`config.mk`:
```
export PLATFORM = sky130hd
export DESIGN_NAME = key_event_in
export DESIGN_NICKNAME = d
export VERILOG_FILES = /design/src/rtl/key_event_in.sv
export SDC_FILE = /design/constraint.sdc
export NUM_CORES = 1
export LEC_CHECK = 0
export CAP_MARGIN = 20
export CORE_MARGIN = 2
export CORE_UTILIZATION = 40
export CTS_BUF_LIST = sky130_fd_sc_hd__clkbuf_4
export DETAILED_ROUTE_END_ITERATION = 10
export HOLD_SLACK_MARGIN = 0.03
export PLACE_DENSITY = 0.7
export SLEW_MARGIN = 20
export SYNTH_ARGS = -nofsm -noshare
export SYNTH_HDL_FRONTEND = slang
export SYNTH_SLANG_ARGS = --single-unit
```
`constraint.sdc`:
```
create_clock -name CLK -period 1.93 [get_ports CLK]
set_clock_uncertainty 0.2 [all_clocks]
set_input_delay 0.386 -clock CLK [delete_from_list [all_inputs] [get_ports CLK]]
set_output_delay 0.386 -clock CLK [all_outputs]
set_load 0.1 [all_outputs]
```
`src/rtl/key_event_in.sv`:
```
// Pushbutton conditioner: synchronises and debounces active-low keys, then latches
// sticky press events plus an overrun flag for the core to read and acknowledge.
module key_event_in #(
  parameter int NKEYS     = 4,
  parameter int DB_CYCLES = 16,
  parameter int CW        = 16
) (
  input  logic             CLK,
  input  logic             RESET_N,
  input  logic [NKEYS-1:0] KEY_L,
  input  logic             RD_ACK,
  output logic [NKEYS-1:0] LEVEL,
  output logic [NKEYS-1:0] EVENT,
  output logic             OVERRUN,
  output logic             IRQ,
  output logic [7:0]       IO_OUT
);

  localparam logic [CW-1:0] CNT_MAX = CW'(DB_CYCLES - 1);

  // Zero-extend a per-key vector into one nibble of the port byte.
  function automatic logic [3:0] pad4(input logic [NKEYS-1:0] v);
    logic [3:0] r;
    r = '0;
    r[NKEYS-1:0] = v;
    return r;
  endfunction

  logic [NKEYS-1:0] sync_p0;
  logic [NKEYS-1:0] sync_p1;
  logic [NKEYS-1:0] pressed_p1;
  logic [CW-1:0]    cnt_q [NKEYS];
  logic [CW-1:0]    cnt_d [NKEYS];
  logic [NKEYS-1:0] level_d;
  logic [NKEYS-1:0] press;
  logic [NKEYS-1:0] event_d;
  logic             overrun_d;

  // Stage p0/p1: two-flop synchroniser; reset value 1 means "released".
  always_ff @(posedge CLK or negedge RESET_N) begin
    if (!RESET_N) begin
      sync_p0 <= '1;
      sync_p1 <= '1;
    end else begin
      sync_p0 <= KEY_L;
      sync_p1 <= sync_p0;
    end
  end

  assign pressed_p1 = ~sync_p1;

  // Stage p2: debounce; LEVEL flips only after DB_CYCLES consecutive disagreeing samples.
  always_comb begin
    level_d = LEVEL;
    for (int i = 0; i < NKEYS; i++) begin
      cnt_d[i] = '0;
      if (pressed_p1[i] != LEVEL[i]) begin
        if (cnt_q[i] >= CNT_MAX) begin
          level_d[i] = pressed_p1[i];
        end else begin
          cnt_d[i] = cnt_q[i] + 1'b1;
        end
      end
    end
  end

  assign press = level_d & ~LEVEL;

  always_comb begin
    event_d = RD_ACK ? '0 : EVENT;
    event_d = event_d | press;
    if (|(press & EVENT) && !RD_ACK) begin
      overrun_d = 1'b1;
    end else if (RD_ACK) begin
      overrun_d = 1'b0;
    end else begin
      overrun_d = OVERRUN;
    end
  end

  always_ff @(posedge CLK or negedge RESET_N) begin
    if (!RESET_N) begin
      for (int i = 0; i < NKEYS; i++) begin
        cnt_q[i] <= '0;
      end
      LEVEL   <= '0;
      EVENT   <= '0;
      OVERRUN <= 1'b0;
      IRQ     <= 1'b0;
      IO_OUT  <= 8'h00;
    end else begin
      for (int i = 0; i < NKEYS; i++) begin
        cnt_q[i] <= cnt_d[i];
      end
      LEVEL   <= level_d;
      EVENT   <= event_d;
      OVERRUN <= overrun_d;
      // Built from next-state values so the port byte tracks EVENT/LEVEL without lag.
      IRQ     <= |event_d;
      IO_OUT  <= {pad4(event_d), pad4(level_d)};
    end
  end

endmodule
```
==> flow_summary.yaml <==
run_status:
  status: "completed"
placed_design:
  dpl.hpwl_mm: 2.78
  post-place-ws_ns: 0.274
  place.gp.congestion: 0.726
  portBuffers: 24
floorplan:
  die_area_mm2: 0.00777
  initial_utilization: 0.414
  fp.coreArea_mm2: 0.00683
  pin_count: 25
  fp.dieW_um: 88.1
  rows: 30
  die_y_um: 88.1
synthesis:
  dominantRegCellSynth: "dfrtp_1"
  async_flop_share: 1.00
  yosysTopAreaCellShare: 0.654
  synth_most_common_cell: "dfrtp_1"
  ys_seq_area_frac: 0.728
  yosysUniqueCellTypes: 21
  synth_warnings: 0
  ys_ff_latch: 82
  synth-edff-count: 0
  syn_inst: 185
  avgSynthCellArea_um2: 15.3
  yosys-top-cells-area: "dfrtp_1 65%, dfstp_2 7.4%, nor4_2 4.9%"
  yosysTopAreaCell: "dfrtp_1"
  synth_area_mm2: 0.00283
  synthTopCellsByCount: "74 x dfrtp_1, 20 x nor2_1, 12 x inv_1"
clock_tree:
  ctsLongestPathBuffers: 2
  insertion_delay_ns: 0.40
  clkTransAtPathRegs_ns: 0.12
  cts.sinks: 82
  cts.htree.levels: 3
  cts_root_buf: "clkbuf_4"
  cts_tree: "yes"
  cts_buffers: 9
  cts_resized: 0
finish:
  final_nets: 274
  fillers: 596
  n_antenna_cell: 0
  drive_gt1_frac: 0.284
  area_delta_synth_final_pct: 31.4
global_route:
  grtUsageMet2: 0.192
  grt_pass1_wl_mm: 7.25
  grt-busiest-layer: "met2"
  grt_use_met1: 0.167
  grt_max_degree: 52
  grt_pass1_vias: 1602
  antenna_found_initial: 0
  grt_usage: 0.126
  grt_overflow: 0
  use_met3: 0.0320
sta:
  hold_viol_final: 0
  postLayoutSetupSlackWorst_ns: 0.261
  drv_slew: 0
  rsz0062_at_grt: "false"
  setup_viol: 0
  min_period_over_period: 0.865
  max_freq_ghz: 0.599
  finalCriticalPeriod_ns: 1.67
  finalSetupTns_ns: 0
routing:
  dr.pass1.iters: 4
  avgRoutedWirePerCell_um: 10.9
  num_vias: 1495
  drt_iter0_markers: 88
  viasPerCell: 4.11
  drt_wl_total_mm: 3.98
  drc: 0
  detail-route-antenna-nets: 0
worst_setup_path:
  startpoint: "IO_OUT[2]"
  start_kind: "register"
  crit_chain: "buf_12"
  required_ns: 1.34
  worst-path-buf-inv: 1
  crit_arrival_ns: 1.08
  reg2reg_from: "cnt_q[48]"
  slowest_delay_ns: 0.49
  crit_fanout: 5
  cp_top_family: "flip-flops"
  crit_slowest_cell: "dfrtp_2"
  end_kind: "primary output"
  critPathKind: "reg2out"
power_and_ir_drop:
  ir_drop_uv: 501
  p_leak_nw: 1.65
  powerDensity_mw_per_mm2: 940
flow_run:
  drv_cap: 0
hold_path:
  hold_start: "sync_p0[0]"
  hp-class: "reg2reg"
-- where the power goes --
group | total (W) | internal (W) | switching (W)
combinational | 0.000432 | 0.000146 | 0.000286
clock | 0.00120 | 0.000663 | 0.000538
sequential | 0.00186 | 0.00180 | 0.0000623
-- repair_timing --
item | in CTS | in global routing
hold buffers | 1 | 0
buffers inserted | 0 | 0
hold endpoints to repair | 76 | 0
-- cell type report --
class	count	area (µm²)	area share
Clock buffer	10	75.1	0.0202
Sequential cell	82	2070	0.557
Multi-Input combinational cell	130	841	0.226
Clock inverter	6	105	0.0282
Timing Repair Buffer	28	463	0.124
Inverter	12	45.0	0.0121
Tap cell	96	120	0.0323
-- state kept, by name, indices dropped and copies added (netlist names) --
name,flops
OVERRUN,1
EVENT,1
sync_p0,4
IRQ,1
cnt_q,64
IO_OUT,7
sync_p1,4
-- kinds of logic (layout without fill, tap and decap cells) --
logic type               count (synthesis)  count (layout)  share of synthesized area
AO/OA/AOI/OAI                           14              14                     0.0513
buffers and inverters                   20              56                     0.0371
other                                    1              48                    0.00132
AND/OR/NAND/NOR                         56              56                      0.140
adder cells (fa/ha/maj)                  4               4                     0.0177
XOR/XNOR                                 8               8                     0.0247
flip-flops                              82              82                      0.728
-- cells in the final DEF, fill, tap and decap left out, types with 8 or more instances in the layout --
cell type,count
conb_1,48
dfrtp_2,8
dfrtp_1,66
nor2_1,20
clkbuf_4,10
dfstp_2,8
inv_1,12
buf_12,19
nand3_1,11
nor4_2,11
-- stage by stage --
stage	total power, W	std cells	util	hold WS, ns	cell area (µm²)
CTS	0.00353	364	0.545	0.147	3720
floorplan	0.00214	232	-	-0.110	3020
detailed placement	0.00233	347	0.517	0.104	3530
global placement	0.00232	347	0.517	0.0941	3530
finish	0.00350	364	0.545	0.162	3720
global route	0.00365	364	0.545	0.153	3720
-- routing by layer --
metal	routed length [µm]	part of all wire	vias to the layer above
met1	1780	0.45	735
met5	0	0	-
met4	95	0.024	0
met2	1960	0.49	28
li1	-	-	724
met3	149	0.037	8
-- final timing paths --
| path | slack [ns] | endpoint | cells past startpoint |
|---|---|---|---|
| worst max-delay path | 0.26 | IO_OUT[2] | 1 |
| worst min-delay path | 0.16 | sync_p1[0] | 0 |
| worst max register to register | 0.32 | IRQ | 5 |
| worst min register to register | 0.16 | sync_p1[0] | 0 |
| max in group asynchronous | 0.73 | sync_p1[3] | 3 |
| min in group asynchronous | 0.19 | cnt_q[47] | 2 |
-- worst reg2reg max path: cells and delay by family, from the launching register on --
kind / cells / cell delay (ns)
DFF: 1 / 0.42
and+or+nand+nor: 3 / 0.37
AOI/OAI and AO/OA: 1 / 0.26
adders and majority gates: 1 / 0.24
Note: power is estimated with default switching activity, not from simulation.
